`src/rtl/unidade_busca.sv`:
```
// unidade_busca
// Instruction-fetch stage for the 8-bit Redux-V datapath. It owns the program
// counter, drives the instruction memory address and captures the memory's
// combinational output into an instruction register for the decoder. It also
// handles start, stall, branch redirect and the end-of-program halt.
//
// Parameters:
//   ENDERECO_INICIAL     PC value loaded at reset and on every start
//   ENDERECO_FIM         address of the last program instruction
//
// Ports:
//   clock                system clock, rising edge
//   reset_n              asynchronous reset, active low
//   iniciar              start pulse, honoured only when idle or halted
//   habilita             fetch enable (0 = stall)
//   desvio               branch taken, from downstream
//   endereco_desvio      branch target address
//   instrucao_mem        instruction memory data, combinational on endereco
//   endereco             instruction memory address (copy of the PC)
//   instrucao            instruction register
//   valida               instrucao was newly captured on the last edge
//   parado               run finished
//   contador_instrucoes  valid fetches since last start, saturating at 255
module unidade_busca #(
    parameter logic [7:0] ENDERECO_INICIAL = 8'd0,
    parameter logic [7:0] ENDERECO_FIM     = 8'd39
) (
    input  logic       clock,
    input  logic       reset_n,
    input  logic       iniciar,
    input  logic       habilita,
    input  logic       desvio,
    input  logic [7:0] endereco_desvio,
    input  logic [7:0] instrucao_mem,
    output logic [7:0] endereco,
    output logic [7:0] instrucao,
    output logic       valida,
    output logic       parado,
    output logic [7:0] contador_instrucoes
);

    localparam logic [1:0] OCIOSO = 2'd0;
    localparam logic [1:0] BUSCA  = 2'd1;
    localparam logic [1:0] PARADO = 2'd2;

    logic [1:0] r_estado;
    logic [7:0] r_pc;
    logic [7:0] r_instrucao;
    logic       r_valida;
    logic       r_parado;
    logic [7:0] r_contador;

    logic [7:0] w_contador_inc;

    // The fetch counter sticks at 255 instead of wrapping.
    assign w_contador_inc = (r_contador == 8'hFF) ? r_contador : r_contador + 8'd1;

    // Fetch state machine. Inside BUSCA a branch beats a stall, and a stall
    // beats a normal fetch; the halt check is only made on a real fetch.
    always_ff @(posedge clock or negedge reset_n) begin
        if (!reset_n) begin
            r_estado    <= OCIOSO;
            r_pc        <= ENDERECO_INICIAL;
            r_instrucao <= 8'h00;
            r_valida    <= 1'b0;
            r_parado    <= 1'b0;
            r_contador  <= 8'h00;
        end else begin
            case (r_estado)
                OCIOSO: begin
                    r_valida <= 1'b0;
                    r_parado <= 1'b0;
                    if (iniciar) begin
                        r_pc       <= ENDERECO_INICIAL;
                        r_contador <= 8'h00;
                        r_estado   <= BUSCA;
                    end
                end
                BUSCA: begin
                    if (desvio) begin
                        r_pc     <= endereco_desvio;
                        r_valida <= 1'b0;
                    end else if (!habilita) begin
                        r_valida <= 1'b0;
                    end else begin
                        r_instrucao <= instrucao_mem;
                        r_valida    <= 1'b1;
                        r_contador  <= w_contador_inc;
                        if (r_pc == ENDERECO_FIM) begin
                            // PC stays on the last instruction once halted.
                            r_parado <= 1'b1;
                            r_estado <= PARADO;
                        end else begin
                            r_pc <= r_pc + 8'd1;
                        end
                    end
                end
                PARADO: begin
                    r_valida <= 1'b0;
                    if (iniciar) begin
                        r_parado   <= 1'b0;
                        r_pc       <= ENDERECO_INICIAL;
                        r_contador <= 8'h00;
                        r_estado   <= BUSCA;
                    end
                end
                default: begin
                    r_valida <= 1'b0;
                    r_parado <= 1'b0;
                    r_estado <= OCIOSO;
                end
            endcase
        end
    end

    assign endereco            = r_pc;
    assign instrucao           = r_instrucao;
    assign valida              = r_valida;
    assign parado              = r_parado;
    assign contador_instrucoes = r_contador;

endmodule

```
`config.mk`:
```
export PLATFORM = sky130hd
export DESIGN_NAME = unidade_busca
export DESIGN_NICKNAME = d
export VERILOG_FILES = /design/src/rtl/unidade_busca.sv
export SDC_FILE = /design/constraint.sdc
export NUM_CORES = 1
export LEC_CHECK = 0
export CORE_MARGIN = 2
export CORE_UTILIZATION = 40
export DETAILED_ROUTE_END_ITERATION = 16
export PLACE_DENSITY_LB_ADDON = 0.08
export SETUP_SLACK_MARGIN = 0.02
export SYNTH_ARGS = -nofsm -noshare
export SYNTH_HDL_FRONTEND = slang
export SYNTH_SLANG_ARGS = --single-unit
```
`constraint.sdc`:
```
create_clock -name clock -period 1.6 [get_ports clock]
set_clock_uncertainty 0.15 [all_clocks]
set_input_delay 0.24 -clock clock [delete_from_list [all_inputs] [get_ports clock]]
set_output_delay 0.24 -clock clock [all_outputs]
set_load 0.02 [all_outputs]
```
Yosys cells after proc, flatten, opt, wreduce, memory -nomap -nowiden
Cells that the tools add are included.
{"block": "word_totals", "regBits": 28, "inputBits": 21, "output_inout_bits": 26, "elab_cells": 51}
{"block": "classes", "addsub": 2, "eq_ne": 12, "muxes": 22, "bitwise_logic": 1, "reduce_logical": 8}
{"operator": "two-way mux 8 bit", "count": 7}
{"operator": "one-hot mux 8 bit (2 select lines)", "count": 2}
{"operator": "adder 8 x 1 -> 8 bit, second input constant", "count": 2}
{"operator": "AND reduction 4 bit", "count": 3}
{"operator": "inequality test 2 bit, second input constant", "count": 5}
{"operator": "equality test 8 x 6 -> 1 bit, second input constant", "count": 1}
{"operator": "equality test 8 bit, second input constant", "count": 1}
{"operator": "two-way mux 2 bit", "count": 4}
{"operator": "two-way mux 1 bit", "count": 7}
{"operator": "inequality test 3 bit, second input constant", "count": 2}
{"operator": "AND reduction 5 bit", "count": 1}
{"operator": "one-hot mux 2 bit (2 select lines)", "count": 1}
{"operator": "AND reduction 3 bit", "count": 1}
{"operator": "equality test 2 x 1 -> 1 bit, second input constant", "count": 1}
{"operator": "equality test 2 bit, second input constant", "count": 1}
{"operator": "zero test 2 bit", "count": 1}
{"operator": "inequality test 2 x 1 -> 1 bit, second input constant", "count": 1}
{"operator": "one-hot mux 1 bit (2 select lines)", "count": 1}
{"operator": "nonzero test 2 bit", "count": 1}
{"operator": "OR reduction 2 bit", "count": 1}
{"operator": "inverter 1 bit", "count": 1}

Logic depth before layout (Yosys ltp)
{"block": "logic_depth", "word_depth": 5, "ltp_mapped": 6, "ltp_nobuf": 5}

Least setup slack after synthesis
OpenSTA, ideal clock, no wires.
{"block": "synth_timing", "path_kind": "reg-to-reg", "from": "register r_pc[0] (netlist: endereco[0])", "to": "register r_estado[0]", "setup_time_ns": 0.130, "arrival_ns": 1.621, "required_ns": 1.320, "path_slack_ns": -0.301, "path_stages_with_launch": 6, "path_buffers": 0, "synth_period_minus_slack_ns": 1.901, "path_cell_list": "dfrtp_1 ha_1 nand4b_1 or4_1 nor3b_1 o31ai_1"}
{"block": "synth_via", "elab_chain_len": 3}
{"element": "start, declared", "line": "47", "text": "logic [7:0] r_pc;"}
{"element": "start signal, assigned", "line": "81", "text": "r_pc <= endereco_desvio;"}
{"element": "start signal, assigned", "line": "94", "text": "r_pc <= r_pc + 8'd1;"}
{"element": "equality test 8 x 6 -> 1 bit", "line": "89", "text": "if (r_pc == ENDERECO_FIM) begin"}
{"element": "inequality test 2 bit (no line)"}
{"element": "AND reduction 4 bit (no line)"}
{"element": "end signal, assigned", "line": "92", "text": "r_estado <= PARADO;"}
{"element": "end signal, assigned", "line": "104", "text": "r_estado <= BUSCA;"}
{"element": "end signal, assigned", "line": "110", "text": "r_estado <= OCIOSO;"}
{"element": "end, declared", "line": "46", "text": "logic [1:0] r_estado;"}
Every way passes these cells.
A chain may end at the register's enable or synchronous reset.

Worst setup path in the final report
{"block": "layout_timing", "from": "register r_pc[4] (netlist: endereco[4])", "to": "register r_pc[3] (netlist: endereco[3])"}
{"block": "layout_via", "elab_chain_len": 3}
{"element": "equality test 8 x 6 -> 1 bit", "line": "89"}
{"element": "inequality test 3 bit (no line)"}
{"element": "AND reduction 4 bit (no line)"}
Every way passes these cells.

==> results.cfg <==
[status]
status = finished, violations left
violations = setup timing

[route]
drt_first_pass_iters = 4
postRouteAntennaNets = 0
vias_per_cell = 5.26
finalWirelength_um = 4180
drcViolationCount = 0
num_vias = 1531
drt_iter0_markers = 83
wl_per_cell_um = 14.4

[global_route]
grt_max_degree = 29
globalRouteOverflowTotal = 0
grt_pass1_wl_um = 7210
antenna_found_initial = 0
grt_pass1_vias = 1582
grtUsageTotal = 0.217

[timing]
layout_setup_ws_ns = -0.249
relSlewSlack = 0.757
period_needed_ns = 1.85
post-route-period-util = 1.16
maxSlewViolCount = 0
hold_viol = 0
rsz0062_at_grt = yes
worst_pin_slew_ns = 0.365
setup_viol = 11
fmax_mhz = 541

[floorplanning]
die_w_um = 65.0
num_io_pins = 47
fp.coreArea_mm2 = 0.00361
die_area_mm2 = 0.00422
row_count = 22
initial_core_util = 0.412
die_h_um = 65.0

[logic_synthesis]
synth_mux_area_frac = 0.0202
syn-cell-area_mm2 = 0.00149
netlist.area_leader.share = 0.471
synthAdderAreaFrac = 0.0168
synth_flop_cell = dfrtp_1
synth.area.top_cells = dfrtp_1 47%, nand2_1 11%, o31ai_1 2.5%, nand3_1 2.4%, o21ai_0 2.4%
synth.net_count = 184
seq_area_frac_synth = 0.471
synth_xor_area_frac = 0.0177
synth_seq_cells = 28
synth_top_family_by_area = simple AND/OR/NAND/NOR gates
netlist_instances = 161
syn_avg_cell_area_um2 = 9.23
synth-edff-count = 0
yosys.area.top_type = dfrtp_1
synth_cell_types = 43
synth-simple-area-share = 0.247
synthArstFlopShare = 1.00
synth-warning-count = 0
synth_compound_area_frac = 0.184

[clock_tree]
htreeDepth = 1
clkSlewWorstSetupHoldPaths_ns = 0.10
clockBufferDepth = 2
cts_tree = done
clockRootBuffer = clkbuf_8
hold_buffers = 0
clk_latency_ns = 0.28
clock-sinks = 28
cts_buffers = 3

[critical_path]
rrSetupSlack_ns = -0.25
path_buf_inv = 1
worst_r2r_path_depth = 5
cp-start-kind = flip-flop
r2r-start = endereco[4]
critical_path_class = flip-flop to flip-flop
critPathTopFamily = simple AND/OR/NAND/NOR gates
critPathMaxFanout = 5
crit_chain = or4_1, o221a_1, buf_6, a32oi_1, o21ai_1
cp_slowest_cell = or4_1
crit_path_end_kind = flip-flop
max_stage_delay_ns = 0.53
cp.required_ns = 1.62
r2r_end = endereco[3]
crit_path_start = endereco[4]
crit_arrival_ns = 1.86

[final_layout]
postLayoutCoreUtil = 0.682
drive_gt1_frac = 0.305
area_growth_pct = 65.4
instances_no_fill = 291
nFillCells = 303
nNetsFinal = 267
antenna_cells = 0

[power_and_ir_drop]
power_density_mw_per_mm2 = 1380
p_leak_nw = 1.13
vdd_drop_max_uv = 586

[job]
maxCapViolations = 0

[placed_design]
io_buffers = 46
dp_cells = 280
globalplace.congestion = 0.844
dp_hpwl_um = 3020

[hold_path]
hold_path.class = primary input to async pin
## cells in the final DEF, fill, tap and decap left out, types with 2 or more instances in the layout
| master | netlist | routed |
|---|---|---|
| a21o_1 | 2 | 2 |
| a22o_1 | 2 | 2 |
| a31oi_1 | 2 | 2 |
| a32oi_1 | 2 | 2 |
| buf_4 | 0 | 33 |
| buf_6 | 1 | 6 |
| clkbuf_8 | 0 | 3 |
| clkdlybuf4s15_1 | 0 | 4 |
| clkdlybuf4s50_1 | 0 | 18 |
| dfrtp_1 | 28 | 22 |
| dfrtp_2 | 0 | 6 |
| dlygate4sd2_1 | 0 | 21 |
| ha_4 | 0 | 2 |
| inv_1 | 6 | 6 |
| mux2i_1 | 3 | 3 |
| nand2_1 | 45 | 44 |
| nand2b_1 | 2 | 2 |
| nand3_1 | 7 | 5 |
| nor2_2 | 0 | 3 |
| nor3_2 | 0 | 2 |
| o21ai_0 | 7 | 6 |
| o21ai_1 | 3 | 2 |
| o21ai_2 | 1 | 3 |
| o2bb2ai_1 | 3 | 2 |
| o31ai_1 | 5 | 5 |
| o41ai_1 | 2 | 2 |
| xnor2_1 | 3 | 3 |
## Yosys cell counts, drive strengths merged, types with 3 or more instances
| master | instances |
|---|---|
| nor3 | 3 |
| nor2 | 4 |
| o31ai | 6 |
| nand3 | 7 |
| nand2b | 3 |
| inv | 7 |
| nand2 | 45 |
| o21ai | 11 |
| o2bb2ai | 3 |
| clkbuf | 4 |
| mux2i | 3 |
| dfrtp | 28 |
| buf | 3 |
| xnor2 | 3 |
## worst reg2reg max path, cell delays in order (launching register included)
cell	delay, ns
dfrtp_2	0.41
or4_1	0.53
o221a_1	0.29
buf_6	0.15
a32oi_1	0.13
o21ai_1	0.09
## per-stage QoR
stage | setup TNS (ns) | area [µm²] | setup WS, ns | hold WS, ns | total power, W
6_report | -1.97 | 2460 | -0.249 | 0.189 | 0.00338
3_3_place_gp | -8.66 | 2240 | -0.487 | 0.307 | 0.00272
4_1_cts | -2.27 | 2410 | -0.247 | 0.204 | 0.00333
2_1_floorplan | -2.00 | 1520 | -0.240 | -0.206 | 0.00191
5_1_grt | -2.56 | 2460 | -0.293 | 0.223 | 0.00359
3_5_place_dp | -9.70 | 2240 | -0.551 | 0.320 | 0.00276
## area by class of cell
class / instances / area, µm² / share of cell area
flip-flops and latches: 28 / 708 / 0.288
multi-input cells: 119 / 848 / 0.345
clock inverters: 1 / 30.0 / 0.0122
clock buffers: 3 / 41.3 / 0.0168
inverters: 7 / 28.8 / 0.0117
well taps: 48 / 60.1 / 0.0244
repair buffers: 85 / 742 / 0.302
## worst max path at each step
stage / endpoint / slack, ns / depth (start not counted)
CTS: endereco[3] / -0.25 / 5
floorplan: endereco[3] / -0.24 / 5
finish: endereco[3] / -0.25 / 5
detailed placement: contador_instrucoes[7] / -0.55 / 6
global route: endereco[7] / -0.29 / 5
global placement: endereco[4] / -0.49 / 6
## power by group
| group | total, W | internal, W | switching (W) |
|---|---|---|---|
| registers | 0.00109 | 0.000916 | 0.000179 |
| clock network | 0.000572 | 0.000335 | 0.000237 |
| logic | 0.00171 | 0.000788 | 0.000927 |
## registers in the layout (all words and copies together) (netlist names)
register,count
parado,1
valida,1
contador_instrucoes,8
r_estado,2
endereco,8
instrucao,8
## cells by family after synthesis
family | count (synthesis)
buf+inv | 14
flops | 28
xor+xnor | 3
mux | 3
compound gates | 37
simple gates | 74
fa+ha+maj | 2
## layer usage
layer  up-vias  share of wire  track usage
met3         2          0.058       0.0330
met5         -              0            0
met2        53           0.50        0.384
li1        740              -            -
met4         0         0.0053       0.0399
met1       736           0.44        0.282
## what timing repair did
action | CTS | global route
pin swaps | 15 | 7
endpoints found under the setup margin | 45 | 23
setup buffers | 6 | 1
endpoints found under the hold margin | 0 | 0
gates resized for setup | 51 | 14
(Power assumes the default switching activity.)
